**config.mk**
```make
export PLATFORM = sky130hd
export DESIGN_NAME = bus_arbiter2
export DESIGN_NICKNAME = d
export VERILOG_FILES = /design/src/rtl/bus_arbiter2.sv
export SDC_FILE = /design/constraint.sdc
export NUM_CORES = 1
export LEC_CHECK = 0
export BUFFER_PORTS_ARGS = -buffer_cell sky130_fd_sc_hd__buf_2
export CORE_MARGIN = 1
export CORE_UTILIZATION = 45
export CTS_CLUSTER_SIZE = 12
export DETAILED_ROUTE_END_ITERATION = 7
export PLACE_DENSITY = 0.7
export SYNTH_ARGS = -nofsm -noshare
export SYNTH_HDL_FRONTEND = slang
export SYNTH_SLANG_ARGS = --single-unit
```
**constraint.sdc**
```tcl
create_clock -name clk -period 2.47 [get_ports clk]
set_input_delay 0.3705 -clock clk [delete_from_list [all_inputs] [get_ports clk]]
set_output_delay 0.3705 -clock clk [all_outputs]
set_load 0.03 [all_outputs]
```
**src/rtl/bus_arbiter2.sv**
```systemverilog
// bus_arbiter2
//   Two-master, one-slave arbiter in front of the MemoryUnit bus. Each master
//   issues a single-cycle start pulse. The pulse is latched into a per-master
//   request slot. Pending requests are granted round-robin and forwarded one
//   at a time to the MemoryUnit, which sees an ordinary single master using
//   the usual start/done handshake. Read data and the done pulse are returned
//   only to the master that owns the transaction.
//
// Ports
//   clk, nreset              system clock, asynchronous active-low reset
//   m0_addr/data/we/start    master 0 (CPU) request inputs
//   m0_q, m0_done            master 0 read data and completion pulse
//   m1_*                     same set for master 1 (DMA / copy engine)
//   bus_addr/data/we/start   request towards the MemoryUnit (registered)
//   bus_q, bus_done          response from the MemoryUnit
//   timeout_err              sticky flag, set when a transaction times out
//
// Optional feature
//   BUS_ARB_TIMEOUT_EN: when defined, a transaction left in WAIT for
//   TIMEOUT_CYCLES cycles is completed with all-ones read data, and
//   timeout_err is set. When undefined, WAIT has no time limit and
//   timeout_err is tied low.

module bus_arbiter2 #(
  parameter int ADDR_W         = 27,
  parameter int DATA_W         = 32,
  parameter int TIMEOUT_CYCLES = 1024
) (
  input  logic              clk,
  input  logic              nreset,
  input  logic [ADDR_W-1:0] m0_addr,
  input  logic [DATA_W-1:0] m0_data,
  input  logic              m0_we,
  input  logic              m0_start,
  output logic [DATA_W-1:0] m0_q,
  output logic              m0_done,
  input  logic [ADDR_W-1:0] m1_addr,
  input  logic [DATA_W-1:0] m1_data,
  input  logic              m1_we,
  input  logic              m1_start,
  output logic [DATA_W-1:0] m1_q,
  output logic              m1_done,
  output logic [ADDR_W-1:0] bus_addr,
  output logic [DATA_W-1:0] bus_data,
  output logic              bus_we,
  output logic              bus_start,
  input  logic [DATA_W-1:0] bus_q,
  input  logic              bus_done,
  output logic              timeout_err
);

  typedef enum logic [1:0] {IDLE, ISSUE, WAIT} state_t;

  state_t            state, state_d;
  logic              pend0, pend1;
  logic [ADDR_W-1:0] req0_addr, req1_addr;
  logic [DATA_W-1:0] req0_data, req1_data;
  logic              req0_we, req1_we;
  logic              grant, grant_d;
  logic              last_grant, last_grant_d;
  logic [ADDR_W-1:0] bus_addr_d;
  logic [DATA_W-1:0] bus_data_d;
  logic              bus_we_d;
  logic              bus_start_d;
  logic [DATA_W-1:0] m0_q_d, m1_q_d;
  logic              m0_done_d, m1_done_d;
  logic              complete;
  logic              timeout_hit;
  logic [DATA_W-1:0] resp_data;

  if (TIMEOUT_CYCLES < 1) begin : g_bad_timeout
    $error("bus_arbiter2: TIMEOUT_CYCLES must be at least 1");
  end

  // Request slots. Each slot holds one request. A start pulse that arrives
  // while the slot is already full is a protocol violation and is dropped.
  // A slot is freed on the edge where its transaction completes.
  always_ff @(posedge clk or negedge nreset) begin
    if (!nreset) begin
      pend0     <= 1'b0;
      pend1     <= 1'b0;
      req0_addr <= '0;
      req0_data <= '0;
      req0_we   <= 1'b0;
      req1_addr <= '0;
      req1_data <= '0;
      req1_we   <= 1'b0;
    end else begin
      if (m0_start && !pend0) begin
        pend0     <= 1'b1;
        req0_addr <= m0_addr;
        req0_data <= m0_data;
        req0_we   <= m0_we;
      end else if (complete && !grant) begin
        pend0 <= 1'b0;
      end
      if (m1_start && !pend1) begin
        pend1     <= 1'b1;
        req1_addr <= m1_addr;
        req1_data <= m1_data;
        req1_we   <= m1_we;
      end else if (complete && grant) begin
        pend1 <= 1'b0;
      end
    end
  end

`ifdef BUS_ARB_TIMEOUT_EN
  localparam int CNT_W = $clog2(TIMEOUT_CYCLES + 1);

  logic [CNT_W-1:0] wait_cnt;
  logic             timeout_flag;

  // The counter stays at zero outside WAIT, so it always starts from zero
  // when WAIT is entered. The timeout fires on the last permitted WAIT cycle.
  // This makes the forced completion appear TIMEOUT_CYCLES cycles after WAIT
  // was entered.
  assign timeout_hit = (state == WAIT) && !bus_done &&
                       (wait_cnt == CNT_W'(TIMEOUT_CYCLES - 1));
  assign timeout_err = timeout_flag;

  always_ff @(posedge clk or negedge nreset) begin
    if (!nreset) begin
      wait_cnt     <= '0;
      timeout_flag <= 1'b0;
    end else begin
      if (state != WAIT) begin
        wait_cnt <= '0;
      end else if (!bus_done) begin
        wait_cnt <= wait_cnt + CNT_W'(1);
      end
      if (timeout_hit) begin
        timeout_flag <= 1'b1;
      end
    end
  end
`else
  assign timeout_hit = 1'b0;
  assign timeout_err = 1'b0;
`endif

  // A timed-out transaction returns all-ones in place of MemoryUnit data.
  assign resp_data = bus_done ? bus_q : '1;

  // Next-state and next-output logic. Every output is registered, so this
  // block computes the values for the following cycle. The bus request
  // fields change only at grant time, so they stay stable through ISSUE and
  // WAIT. A bus_done seen outside WAIT is ignored.
  always_comb begin
    state_d      = state;
    grant_d      = grant;
    last_grant_d = last_grant;
    bus_addr_d   = bus_addr;
    bus_data_d   = bus_data;
    bus_we_d     = bus_we;
    bus_start_d  = 1'b0;
    m0_q_d       = m0_q;
    m1_q_d       = m1_q;
    m0_done_d    = 1'b0;
    m1_done_d    = 1'b0;
    complete     = 1'b0;
    case (state)
      IDLE: begin
        if (pend0 || pend1) begin
          // On a tie, the master that was not served last wins. Otherwise
          // the only pending master is granted.
          grant_d     = (pend0 && pend1) ? ~last_grant : ~pend0;
          bus_addr_d  = grant_d ? req1_addr : req0_addr;
          bus_data_d  = grant_d ? req1_data : req0_data;
          bus_we_d    = grant_d ? req1_we   : req0_we;
          bus_start_d = 1'b1;
          state_d     = ISSUE;
        end
      end
      ISSUE: begin
        state_d = WAIT;
      end
      WAIT: begin
        if (bus_done || timeout_hit) begin
          complete     = 1'b1;
          last_grant_d = grant;
          state_d      = IDLE;
          if (grant) begin
            m1_q_d    = resp_data;
            m1_done_d = 1'b1;
          end else begin
            m0_q_d    = resp_data;
            m0_done_d = 1'b1;
          end
        end
      end
      default: state_d = IDLE;
    endcase
  end

  // State and output registers. After reset, last_grant is 1, so master 0
  // wins the first tie.
  always_ff @(posedge clk or negedge nreset) begin
    if (!nreset) begin
      state      <= IDLE;
      grant      <= 1'b0;
      last_grant <= 1'b1;
      bus_addr   <= '0;
      bus_data   <= '0;
      bus_we     <= 1'b0;
      bus_start  <= 1'b0;
      m0_q       <= '0;
      m1_q       <= '0;
      m0_done    <= 1'b0;
      m1_done    <= 1'b0;
    end else begin
      state      <= state_d;
      grant      <= grant_d;
      last_grant <= last_grant_d;
      bus_addr   <= bus_addr_d;
      bus_data   <= bus_data_d;
      bus_we     <= bus_we_d;
      bus_start  <= bus_start_d;
      m0_q       <= m0_q_d;
      m1_q       <= m1_q_d;
      m0_done    <= m0_done_d;
      m1_done    <= m1_done_d;
    end
  end

endmodule

```
==> results.toml, run 1 <==
[yosys]
async_flop_share_pct = 100
synth_common_cells = "dfrtp_1, mux2_2, a311oi_1"
yosysTopAreaCellShare_pct = 61.1
yosys.cell_count.top_type = "dfrtp_1"
seq_area_frac_synth_pct = 61.4
avgSynthCellArea_um2 = 14.7
synth-edff-count = 0
ys_types = 29
ys_top_cells_by_area = "dfrtp_1, mux2_2, a311oi_1, a2bb2oi_1, o21ai_0"
ys_warn_count = 0
synth-seq-cells = 253
yosysTopAreaCell = "dfrtp_1"
syn_area_mm2 = 0.0103
ys.flop_type = "dfrtp_1"
syn_inst = 704
syn_nets = 861

[sta]
rsz0062_at_grt = "false"
fmax_mhz = 551
min_period_over_period_pct = 73.5
fin_setup_tns_ns = 0
setup_viol = 0
slew_viol_final = 0
fin_hold_ws_ns = 0.0627
slew_headroom_pct = 61.1
tightest_slew_ns = 0.583
hold_violations = 0
fin_crit_ns = 1.82
skew_ns = 0.00843

[floorplanning]
fp.dieH_um = 153
fp-row-count = 55
core_area_mm2 = 0.0226
start_util_pct = 45.7
io_pins = 285
die-area_mm2 = 0.0235
chipWidth_um = 153

[min_path]
holdPathStages = 2
min_path_type = "input port to flip-flop"

[clock_network]
cts_made_buffers = 28
cts_max_path_buffers = 3
insertion_delay_ns = 0.53
clk_root_buffer_cell = "clkbuf_16"
postCtsSetupBuffers = 0
h-tree-depth = 1
cts.sinks = 253
cts.clk_slew.worst_paths_ns = 0.06
cts_tree = "built"

[grt]
met1_usage_pct = 29.4
grtUsageTotal_pct = 22.0
use_met2_pct = 34.6
antenna_found_initial = 5
busiest_layer = "met2"
first_global_vias = 7464
overflow = 0
met3_usage_pct = 6.07
grt_max_degree = 75
grt_pass1_wl_um = 41000

[routing]
drc = 0
routed_wl_um = 25700
dr.pass1.iters = 5
via_per_inst = 5.55
vias = 7137
antenna_left = 0
drt-initial-drc-count = 246
wire_per_inst_um = 20.0

[placement]
placed_cell_area_mm2 = 0.0121
dp_hpwl_um = 16900
gp_congestion = 0.742
portBuffers = 283

[setup_path]
endpoint_kind = "flip-flop"
worstPathArrival_ns = 2.26
crit_fanout = 32
start_kind = "flip-flop"
required_ns = 2.92
reg2reg_depth = 4
critPathKind = "flip-flop to flip-flop"

[pwr]
p_per_area_mw_per_mm2 = 1570
leakage_uw = 0.00586
ir_drop_mv = 1.05

[cells_and_area]
fin_nets = 1132
drive_above_1_share_pct = 54.9
fin_util_pct = 57.5
area_delta_synth_final_pct = 25.8
stdcell_area_mm2 = 0.0130

[status]
run_status = "complete, no violations"

[job]
drv_cap = 0
[worst paths after layout]
kind / startpoint / end / slack (ns)
worst max-delay path: state[1]$_DFFE_PN0P_ / bus_data[22]$_DFFE_PN0P_ / 0.65
worst min register to register: last_grant$_DFFE_PN1P_ / last_grant$_DFFE_PN1P_ / 0.46
worst min-delay path: m1_addr[9] / req1_addr[9]$_DFFE_PN0P_ / 0.06
worst max register to register: state[1]$_DFFE_PN0P_ / bus_data[22]$_DFFE_PN0P_ / 0.65
max in group asynchronous: nreset / bus_addr[6]$_DFFE_PN0P_ / 1.30
min in group asynchronous: nreset / req0_addr[18]$_DFFE_PN0P_ / 0.42
[kinds of logic after synthesis]
group	Yosys count	share of synthesized area [%]
other	1	0.0364
AND/OR/NAND/NOR	14	1.04
AO/OA/AOI/OAI	183	13.9
buffers and inverters	68	3.45
multiplexers	185	20.2
flip-flops	253	61.4
[per-layer routing]
metal  share of wire (%)  wire, µm
met5                0.13        34
met4                 2.7       692
met3                 8.1      2070
met1                  43     11000
met2                  46     11900
[critical path: stages (launching register included)]
cell and delay (ns):
dfrtp_1 0.41, or2_2 0.49, nor2_8 0.37, buf_12 0.25
a2bb2oi_1 0.20
[metrics by stage]
step	setup WS, ns	cells	total power, µW
floorplan	1.01	704	13900
global placement	0.708	1229	16300
detailed placement	0.624	1229	16500
CTS	0.630	1282	20600
global route	0.541	1284	21600
finish	0.654	1285	20400
[where the power goes]
part / leakage [µW] / switching (µW) / internal (µW) / total (µW)
clock: 0.000441 / 1630 / 2370 / 4000
sequential: 0.00297 / 1160 / 6310 / 7470
combinational: 0.00245 / 5250 / 3720 / 8970
total: 0.00586 / 8040 / 12400 / 20400
[area by class of cell]
type,count,area [µm²]
sequential,253,6330
clock inverter,6,38.8
multi-input combinational,383,3650
fill,1824,9600
antenna,3,7.51
tap,285,357
timing repair buffer,307,1720
clock buffer,46,860
inverter,2,7.51
[cells in the final DEF (no fill, tap or decap)]
master,n
a21o_1,1
a2bb2oi_1,51
a2bb2oi_2,9
a311oi_1,60
and2b_2,1
buf_12,9
buf_2,282
buf_4,14
buf_8,1
clkbuf_1,10
clkbuf_16,29
clkbuf_8,7
clkinv_2,4
clkinvlp_4,1
conb_1,1
dfrtp_1,251
dfrtp_2,1
dfstp_2,1
diode_2,3
dlygate4sd3_1,1
inv_1,1
inv_2,1
inv_8,1
mux2_1,7
mux2_2,178
nand2_1,2
nand2b_2,1
nand3b_1,1
nand4b_2,1
nor2_1,2
nor2_4,2
nor2_8,1
nor2b_4,2
o21ai_0,49
o21ai_1,11
o21bai_1,1
o32a_1,1
or2_2,1
[state kept, by name (all words and copies together), names as in the netlist]
name / flops
req1_we: 1
m1_done: 1
req0_data: 32
req1_addr: 27
pend1: 1
grant: 1
bus_start: 1
state: 2
m0_q: 32
pend0: 1
req0_addr: 27
req1_data: 32
m0_done: 1
bus_we: 1
bus_data: 32
m1_q: 32
req0_we: 1
last_grant: 1
bus_addr: 27
[repair_timing]
item | in CTS | in global routing
endpoints found under the hold margin | 68 | 0
hold buffers | 1 | 0
gates resized for setup | 0 | 0
(Power assumes the default switching activity.)
==> run 2: changes to the inputs <==
==> constraint.sdc (replaced) <==
create_clock -name clk -period 1.9 [get_ports clk]
set_input_delay 0.285 -clock clk [delete_from_list [all_inputs] [get_ports clk]]
set_output_delay 0.285 -clock clk [all_outputs]
set_load 0.03 [all_outputs]
==> results.toml, run 2 (same netlist as run 1, synthesis figures left out) <==
[sta]
fin_crit_ns = 1.66
hold_violations = 0
fmax_mhz = 602
min_period_over_period_pct = 87.4
fin_setup_tns_ns = 0
slew_viol_final = 0
setup_viol = 0
rsz0062_at_grt = "false"
skew_ns = 0.0125
fin_ws_ns = 0.239

[setup_path]
crit_chain = "or2_2 > buf_4 > a311oi_1 > a2bb2oi_1"
start_kind = "flip-flop"
crit_slowest_cell = "dfrtp_1"
path_delay_family = "compound AO/OA/AOI/OAI gates"
cp-startpoint = "state[1]$_DFFE_PN0P_"
endpoint_kind = "flip-flop"
worstPathArrival_ns = 2.06
crit_fanout = 41
path_buf_inv = 1
crit_path_max_incr_delay_ns = 0.41
required_ns = 2.30
r2r_start = "state[1]$_DFFE_PN0P_"
critPathKind = "flip-flop to flip-flop"

[clock_network]
clk_root_buffer_cell = "clkbuf_16"
cts.sinks = 253
insertion_delay_ns = 0.53
cts_made_buffers = 28
cts_tree = "built"
h-tree-depth = 1
cts.clk_slew.worst_paths_ns = 0.06
cts_max_path_buffers = 3

[floorplanning]
core_area_mm2 = 0.0226
start_util_pct = 45.7
fp-row-count = 55
chipWidth_um = 153
die-area_mm2 = 0.0235
fp.dieH_um = 153
io_pins = 285

[routing]
vias = 7780
wire_per_inst_um = 19.9
dr.pass1.iters = 4
drc = 0
drt-initial-drc-count = 332
via_per_inst = 5.50
routed_wl_um = 28100
antenna_left = 0

[grt]
grtUsageTotal_pct = 23.9
antenna_found_initial = 2
grt_pass1_wl_um = 44900
overflow = 0
first_global_vias = 8359
busiest_layer = "met2"
met1_usage_pct = 31.7
met3_usage_pct = 5.76
grt_max_degree = 58
use_met2_pct = 39.0

[placement]
dp.cells = 1233
pre_cts_ws_ns = 0.282
portBuffers = 283
placed_cell_area_mm2 = 0.0122
dp_hpwl_um = 17500
gp_congestion = 0.761

[pwr]
power_frac_seq_pct = 35.5
p_comb_share_pct = 43.5
power.internal_uw = 17000
p_per_area_mw_per_mm2 = 1910
switchingPower_uw = 10600
ir_drop_mv = 1.04
power_frac_clock_pct = 20.9
leakage_uw = 0.00648
p_sw_share_pct = 38.4

[cells_and_area]
fin_util_pct = 64.0
final_cell_mix = "buf_2, dfrtp_1, mux2_2"
finalNonFillerCells = 1414
fin_nets = 1262
drive_above_1_share_pct = 49.1
final_common_cell = "buf_2"
area_delta_synth_final_pct = 40.0
stdcell_area_mm2 = 0.0144

[job]
drv_cap = 0

[min_path]
min_path_type = "input port to flip-flop"
min_from = "m0_addr[6]"

[status]
run_status = "complete, no violations"
==> run 2: cell count changes in the layout (fill, tap and decap cells not counted) <==
cell and delta:
dlygate4sd3_1 +126, buf_12 +5, bufinv_16 +4, clkbuf_1 -3
clkbuf_8 +2, clkinv_2 -2, buf_4 -1, clkinvlp_4 -1
inv_8 -1
==> run 2: worst paths after layout <==
kind,slack (ns),cells after the start,endpoint
hold reg to reg,0.46,2,last_grant$_DFFE_PN1P_
max in group asynchronous,0.96,3,req1_data[16]$_DFFE_PN0P_
min in group asynchronous,0.27,2,req0_addr[18]$_DFFE_PN0P_
setup / recovery,0.24,4,bus_data[0]$_DFFE_PN0P_
hold / removal,0.01,2,req0_addr[6]$_DFFE_PN0P_
setup reg to reg,0.24,4,bus_data[0]$_DFFE_PN0P_
==> run 2: area by class of cell <==
type,count,area [µm²]
Clock inverter,6,130
Multi-Input combinational cell,383,3650
Sequential cell,253,6330
Antenna cell,3,7.51
Inverter,2,7.51
Timing Repair Buffer,437,3080
Clock buffer,45,876
Fill cell,1659,8130
Tap cell,285,357
==> run 2: per-stage QoR <==
step	power (µW)	hold WS, ns
3_3_place_gp	21300	0.246
5_1_grt	29100	0.00527
2_1_floorplan	18000	-0.0106
6_report	27600	0.0144
3_5_place_dp	21600	0.239
4_1_cts	27700	0.000328
==> run 2: power groups by stage <==
stage | logic [µW] | clock network (µW) | registers, µW
final | 12000 | 5780 | 9810
after global routing | 12800 | 6120 | 10100
after CTS | 12000 | 5890 | 9810
after detailed placement | 11800 | 0 | 9830
after global placement | 11500 | 0 | 9760
after floorplan | 5920 | 0 | 12100
==> run 2: worst reg2reg max path: cells and delay by family, from the launching register on <==
family	cells	cell delay, ns
compound gates	2	0.46
buf+inv	1	0.29
flops	1	0.41
simple gates	1	0.37
==> run 2: timing repair <==
| action | CTS | global route |
|---|---|---|
| hold buffers | 127 | 0 |
| buffers inserted | 0 | 0 |
| hold endpoints to repair | 196 | 0 |
| gates resized for setup | 0 | 0 |
==> run 2: metal layers <==
layer / share of wire (%) / wire, µm
met1: 43 / 12000
met2: 48 / 13500
met3: 6.8 / 1910
met4: 2.5 / 711
met5: 0 / 0
